===== config.mk =====
export PLATFORM = sky130hd
export DESIGN_NAME = mon_pro_exp
export DESIGN_NICKNAME = d
export VERILOG_FILES = /design/src/rtl/mon_pro_exp.sv
export SDC_FILE = /design/constraint.sdc
export NUM_CORES = 2
export LEC_CHECK = 0
export CORE_AREA = 4 4 331 398
export CTS_CLUSTER_DIAMETER = 150
export DETAILED_ROUTE_END_ITERATION = 7
export DIE_AREA = 0 0 335 402
export GPL_TIMING_DRIVEN = 0
export PLACE_DENSITY = 0.62
export SYNTH_ARGS = -nofsm -noshare
export SYNTH_HDL_FRONTEND = slang
export SYNTH_SLANG_ARGS = --single-unit
export TNS_END_PERCENT = 10

===== constraint.sdc =====
create_clock -name clk -period 13.1 [get_ports clk]
set_clock_uncertainty 0.15 [all_clocks]
set_input_delay 2.62 -clock clk [delete_from_list [all_inputs] [get_ports clk]]
set_output_delay 2.62 -clock clk [all_outputs]
set_load 0.05 [all_outputs]

===== src/rtl/mon_pro_exp.sv =====
// Modular exponentiation core: res_out = m^e mod n using radix-2 Montgomery products and a
// left-to-right square-and-multiply ladder. Define MONPRO_EVEN_N_CHECK_EN to reject even moduli.
module mon_pro_exp #(
   parameter int DATA_WIDTH = 64
) (
   input  logic                  clk,
   input  logic                  reset,
   input  logic                  startInput,
   input  logic                  getResult,
   input  logic [DATA_WIDTH-1:0] m_input,
   input  logic [DATA_WIDTH-1:0] e_input,
   input  logic [DATA_WIDTH-1:0] n_input,
   output logic [3:0]            state,
   output logic [4:0]            exp_state,
   output logic [DATA_WIDTH-1:0] res_out
);
   localparam int W  = DATA_WIDTH;
   localparam int AW = DATA_WIDTH + 2;
   localparam int IW = $clog2(DATA_WIDTH);
   localparam int CW = $clog2(2 * DATA_WIDTH);
   localparam logic [IW-1:0] BIT_LAST = IW'(DATA_WIDTH - 1);
   localparam logic [CW-1:0] R2_LAST  = CW'(2 * DATA_WIDTH - 1);

   typedef enum logic [3:0] {
      S_IDLE = 4'd0, S_LOAD = 4'd1, S_R2 = 4'd2, S_MBAR = 4'd3, S_XBAR = 4'd4, S_SQR = 4'd5,
      S_MUL = 4'd6, S_NEXT = 4'd7, S_FINAL = 4'd8, S_DONE = 4'd9, S_ERR = 4'd10
   } top_state_t;

   typedef enum logic [4:0] {
      M_IDLE = 5'b00001, M_LOAD = 5'b00010, M_ITER = 5'b00100, M_SUB = 5'b01000, M_DONE = 5'b10000
   } mm_state_t;

   top_state_t      state_reg, state_next;
   mm_state_t       mm_reg, mm_next;
   logic [W-1:0]    m_reg, e_reg, n_reg, acc_reg, mb_reg, xb_reg, res_reg;
   logic [W-1:0]    a_reg, b_reg, op_a, op_b;
   logic [W:0]      acc_dbl, acc_next;
   logic [CW-1:0]   cnt_reg;
   logic [IW-1:0]   bit_reg, j_reg;
   logic [AW-1:0]   t_reg, sum_b, sum_n, t_iter;
   logic            mm_active, mm_done;

   assign state     = state_reg;
   assign exp_state = mm_reg;
   assign res_out   = res_reg;

   assign mm_active = state_reg inside {S_MBAR, S_XBAR, S_SQR, S_MUL, S_FINAL};
   assign mm_done   = (mm_reg == M_DONE);

   // Modular doubling for R^2 mod n; acc stays below n so one subtraction suffices.
   assign acc_dbl  = {acc_reg, 1'b0};
   assign acc_next = (acc_dbl >= {1'b0, n_reg}) ? acc_dbl - {1'b0, n_reg} : acc_dbl;

   // One Montgomery step: t stays below 2n, so the sum never exceeds W+2 bits.
   assign sum_b  = t_reg + (a_reg[0] ? {2'b00, b_reg} : '0);
   assign sum_n  = sum_b[0] ? sum_b + {2'b00, n_reg} : sum_b;
   assign t_iter = sum_n >> 1;

   always_comb begin
      op_a = xb_reg;
      op_b = xb_reg;
      case (state_reg)
         S_MBAR:  begin op_a = m_reg;  op_b = acc_reg; end
         S_XBAR:  begin op_a = W'(1);  op_b = acc_reg; end
         S_MUL:   op_a = mb_reg;
         S_FINAL: op_b = W'(1);
         default: ;
      endcase
   end

   always_comb begin
      mm_next = mm_reg;
      case (mm_reg)
         M_IDLE:  if (mm_active) mm_next = M_LOAD;
         M_LOAD:  mm_next = M_ITER;
         M_ITER:  if (j_reg == BIT_LAST) mm_next = M_SUB;
         M_SUB:   mm_next = M_DONE;
         M_DONE:  mm_next = M_IDLE;
         default: mm_next = M_IDLE;
      endcase
   end

   always_comb begin
      state_next = state_reg;
      case (state_reg)
         S_IDLE:  if (startInput) state_next = S_LOAD;
`ifdef MONPRO_EVEN_N_CHECK_EN
         S_LOAD:  state_next = n_input[0] ? S_R2 : S_ERR;
`else
         S_LOAD:  state_next = S_R2;
`endif
         S_R2:    if (cnt_reg == R2_LAST) state_next = S_MBAR;
         S_MBAR:  if (mm_done) state_next = S_XBAR;
         S_XBAR:  if (mm_done) state_next = S_SQR;
         S_SQR:   if (mm_done) state_next = e_reg[bit_reg] ? S_MUL : S_NEXT;
         S_MUL:   if (mm_done) state_next = S_NEXT;
         S_NEXT:  state_next = (bit_reg == '0) ? S_FINAL : S_SQR;
         S_FINAL: if (mm_done) state_next = S_DONE;
         S_DONE:  if (getResult) state_next = S_IDLE;
         S_ERR:   if (getResult) state_next = S_IDLE;
         default: state_next = S_IDLE;
      endcase
   end

   always_ff @(posedge clk or negedge reset) begin
      if (!reset) begin
         state_reg <= S_IDLE;
         m_reg     <= '0;
         e_reg     <= '0;
         n_reg     <= '0;
         acc_reg   <= '0;
         mb_reg    <= '0;
         xb_reg    <= '0;
         res_reg   <= '0;
         cnt_reg   <= '0;
         bit_reg   <= '0;
      end else begin
         state_reg <= state_next;
         case (state_reg)
            S_LOAD: begin
               m_reg   <= m_input;
               e_reg   <= e_input;
               n_reg   <= n_input;
               acc_reg <= (n_input == W'(1)) ? '0 : W'(1);
               cnt_reg <= '0;
               bit_reg <= BIT_LAST;
`ifdef MONPRO_EVEN_N_CHECK_EN
               if (!n_input[0]) res_reg <= '0;
`endif
            end
            S_R2: begin
               acc_reg <= acc_next[W-1:0];
               cnt_reg <= cnt_reg + CW'(1);
            end
            S_MBAR:  if (mm_done) mb_reg <= t_reg[W-1:0];
            S_XBAR, S_SQR, S_MUL: if (mm_done) xb_reg <= t_reg[W-1:0];
            S_NEXT:  if (bit_reg != '0) bit_reg <= bit_reg - IW'(1);
            S_FINAL: if (mm_done) res_reg <= t_reg[W-1:0];
            default: ;
         endcase
      end
   end

   always_ff @(posedge clk or negedge reset) begin
      if (!reset) begin
         mm_reg <= M_IDLE;
         t_reg  <= '0;
         a_reg  <= '0;
         b_reg  <= '0;
         j_reg  <= '0;
      end else begin
         mm_reg <= mm_next;
         case (mm_reg)
            M_LOAD: begin
               t_reg <= '0;
               a_reg <= op_a;
               b_reg <= op_b;
               j_reg <= '0;
            end
            M_ITER: begin
               t_reg <= t_iter;
               a_reg <= a_reg >> 1;
               j_reg <= j_reg + IW'(1);
            end
            M_SUB: if (t_reg >= {2'b00, n_reg}) t_reg <= t_reg - {2'b00, n_reg};
            default: ;
         endcase
      end
   end
endmodule


==> results by group <==
Timing
  – Setup Total Neg Slack: 0 ns
  – Worst Tran Pin Value: between 1.5 and 2 ns
  – PnR worst setup slack: 3.19 ns
  – RSZ-0062 raised after global routing: false
  – Final period util: between 70 and 80%
  – Crit path time final: 9.91 ns
  – Fmax: 101 MHz
  – Max-slew headroom: -6.52%
  – Final Slew Violations: 22
  – Finish-stage setup viols: 0
  – Fin. Hold Viols: 0

Critical path
  – Worst r2r src: a_reg[0]
  – Critical Path Start: a_reg[0]
  – Critical Path RT: 13.45 ns
  – Slowest cell on crit path: a31oi_1
  – Worst path bufs/invs: 3
  – Critical Path End Type: flop
  – Worst R2R Path Depth: 27
  – Crit path max-delay family: compound AO/OA/AOI/OAI gates
  – CP arrival: 10.26 ns
  – Crit start category: flop
  – Critical path's largest stage delay: 0.76 ns
  – Crit-path max FO: 10
  – Critical path type: reg2reg
  – CP dominant cell by count: o21ai_0
  – WP depth: 27

Placement
  – Buffers on Ports: approximately 270
  – Place WS: between 3 and 4 ns
  – Placed inst area: 49,500 µm²
  – DP HPWL: 153,000 µm
  – Routability cong.: between 0.9 and 1

Logic synthesis
  – Netlist cell types: between 80 and 90
  – Sequential share of the synthesized area: 37.8%
  – Synthesized net count: ~5,600
  – #FFs+latches synth: 670
  – Top_reg_cell synth: dfrtp_1
  – Synth Cell Area: 44,400 µm²
  – EDFF count, synth: 0
  – Warnings from Yosys: 0
  – FFs w/ async S/R, synth: 100%
  – Avg Synthesized Cell Area: 8.60 µm²
  – Synth Instances: 5,166

Cells and area
  – Commonest non-fill, non-tap cells in the layout: nand2_1 (910), dfrtp_1 (669), a21oi_1 (429)
  – Nets: 5,987
  – Area occupied by multi-input gates: about 26,000 µm²
  – Final Cell Area: 52,300 µm²
  – P&R area growth vs syn: 17.8%
  – FF+latch area: 16,800 µm²
  – Max reg flops: 66
  – Most common cell after layout, fill and taps aside: nand2_1
  – Share of layout cells above drive strength 1: under 10%
  – # fillers: 13,000

Floorplanning
  – I/O pins: 269
  – Initial Util: 34.7%
  – CORE AREA: 128,000 µm²
  – Die footprint: 135,000 µm²
  – Site Rows: 144
  – Die X: 335 µm
  – DIE HEIGHT: 402 µm

Routing
  – DR DRC count: 0
  – Iteration-0 DRC count of the detailed router: 3,904
  – Detail Route Antenna Nets: 0
  – Total number of vias: 42,400
  – First-pass DRT Iterations: 6
  – Routed WL: 194,000 µm
  – Drt wl/cell: 26.6 µm
  – Vias per Instance: 5.82

Clock tree
  – Clock slew at reported path FFs: ~0.070 ns
  – Post-CTS Hold Fix Bufs: 0
  – Clk_lat worst skew: 0.70 ns
  – PostCTS Resize Cnt: 0
  – CTS tree: done
  – Cts bufs inserted: 78
  – CTS max path bufs: 3
  – CTS HTree Levels: 3
  – Setup repair bufs after CTS: 0
  – Root buf cell: clkbuf_16
  – TritonCTS sink count: 670

Hold path
  – HP Start: e_reg[16]
  – Hold Crit Class: reg2reg
  – Hold path cells: 2

Pwr
  – Power Density: around 90 nW/µm²
  – Peak VDD IR: 82.7 µV
  – P_leak: 23.7 nW

Global routing
  – First-pass GRT wire length: 281,000 µm
  – Initial antenna violation count: 17
  – Largest net degree at the start of global routing: approximately 120
  – All-Layer GR Usage: 28.1%
  – GR Overflow Total: 0
  – Vias in the first global route: 41,900

Status
  – Failing checks: max-capacitance violations, max-slew violations
  – Status: finished with violations

Run
  – Maxcap violations: 3
## worst min-delay path, stage by stage (launching register included)
cell	delay, ns
dfrtp_1	0.34
nand2_1	0.05
nand2_1	0.05
## final timing paths
kind	to	slack, ns
max in group asynchronous	res_out[50]	9.02
hold / removal	e_reg[16]	0.33
hold reg to reg	e_reg[16]	0.33
setup reg to reg	t_reg[56]	3.19
setup / recovery	t_reg[56]	3.19
min in group asynchronous	mb_reg[11]	1.82
## power by group
part,internal (mW),switching [mW],total (mW)
combinational,0.0583,0.0688,0.127
clock,1.41,0.978,2.38
sequential,2.07,0,2.07
## cell type report
type                    instances  share of cell area (%)
plain buffers                 305                    2.28
multi-input cells            4052                    49.7
diodes                         10                  0.0478
flip-flops and latches        670                    32.1
well taps                    1679                    4.02
inverters                     139                   0.998
clock buffers                 107                    4.15
clock inverters                37                    1.05
repair buffers                283                    5.74
## cell usage after synthesis (16+ instances only)
master,number,area share [%]
a211oi_1,27,0.46
a21o_1,129,2.2
a21oi_1,429,4.8
a221oi_1,84,1.7
a31oi_1,103,1.5
a32oi_1,16,0.32
and2_1,82,1.2
and3_1,31,0.44
clkbuf_1,279,2.4
dfrtp_1,669,38
ha_1,258,7.3
inv_1,137,1.2
mux2_2,187,4.7
mux2i_1,41,0.92
mux4_2,21,1.1
nand2_1,910,7.7
nand2b_1,28,0.39
nand3_1,135,1.5
nand4_1,75,1.1
nor2_1,314,2.7
nor2b_1,33,0.46
nor3_1,60,0.68
nor4_1,33,0.46
o211ai_1,24,0.41
o21a_1,61,1.0
o21ai_0,348,3.9
o21bai_1,55,0.93
o221ai_1,29,0.57
o22ai_1,76,1.1
o31ai_1,22,0.37
or3_1,16,0.23
xnor2_1,131,2.6
xor2_1,106,2.1
## cells by family (layout without fill, tap and decap cells)
logic type / Yosys count / after routing / share of synthesized area [%]
adder cells (fa/ha/maj): 262 / 262 / 7.45
XOR/XNOR: 238 / 238 / 4.73
other: 0 / 10 / 0
flip-flops: 670 / 670 / 37.8
AO/OA/AOI/OAI: 1545 / 1545 / 22.0
AND/OR/NAND/NOR: 1758 / 1758 / 17.5
multiplexers: 249 / 249 / 6.73
buffers and inverters: 444 / 871 / 3.81
## layer usage
metal	vias up	wire length (µm)	track usage, %
met3	403	15400	6.18
met4	20	11400	14.5
met1	21000	79300	35.5
li1	19400	-	-
met5	-	121	0
met2	1631	87700	44.9
## metrics by stage
stage	power, mW	hold slack (ns)	utilization (%)	cells
5_1_grt	4.71	0.344	40.9	7272
6_report	4.58	0.326	40.9	7282
2_1_floorplan	2.11	0.290	-	5166
4_1_cts	4.62	0.326	40.8	7271
3_5_place_dp	2.24	0.311	38.7	7127
3_3_place_gp	2.24	0.304	38.5	7113
Note: power is estimated with default switching activity, not from simulation.
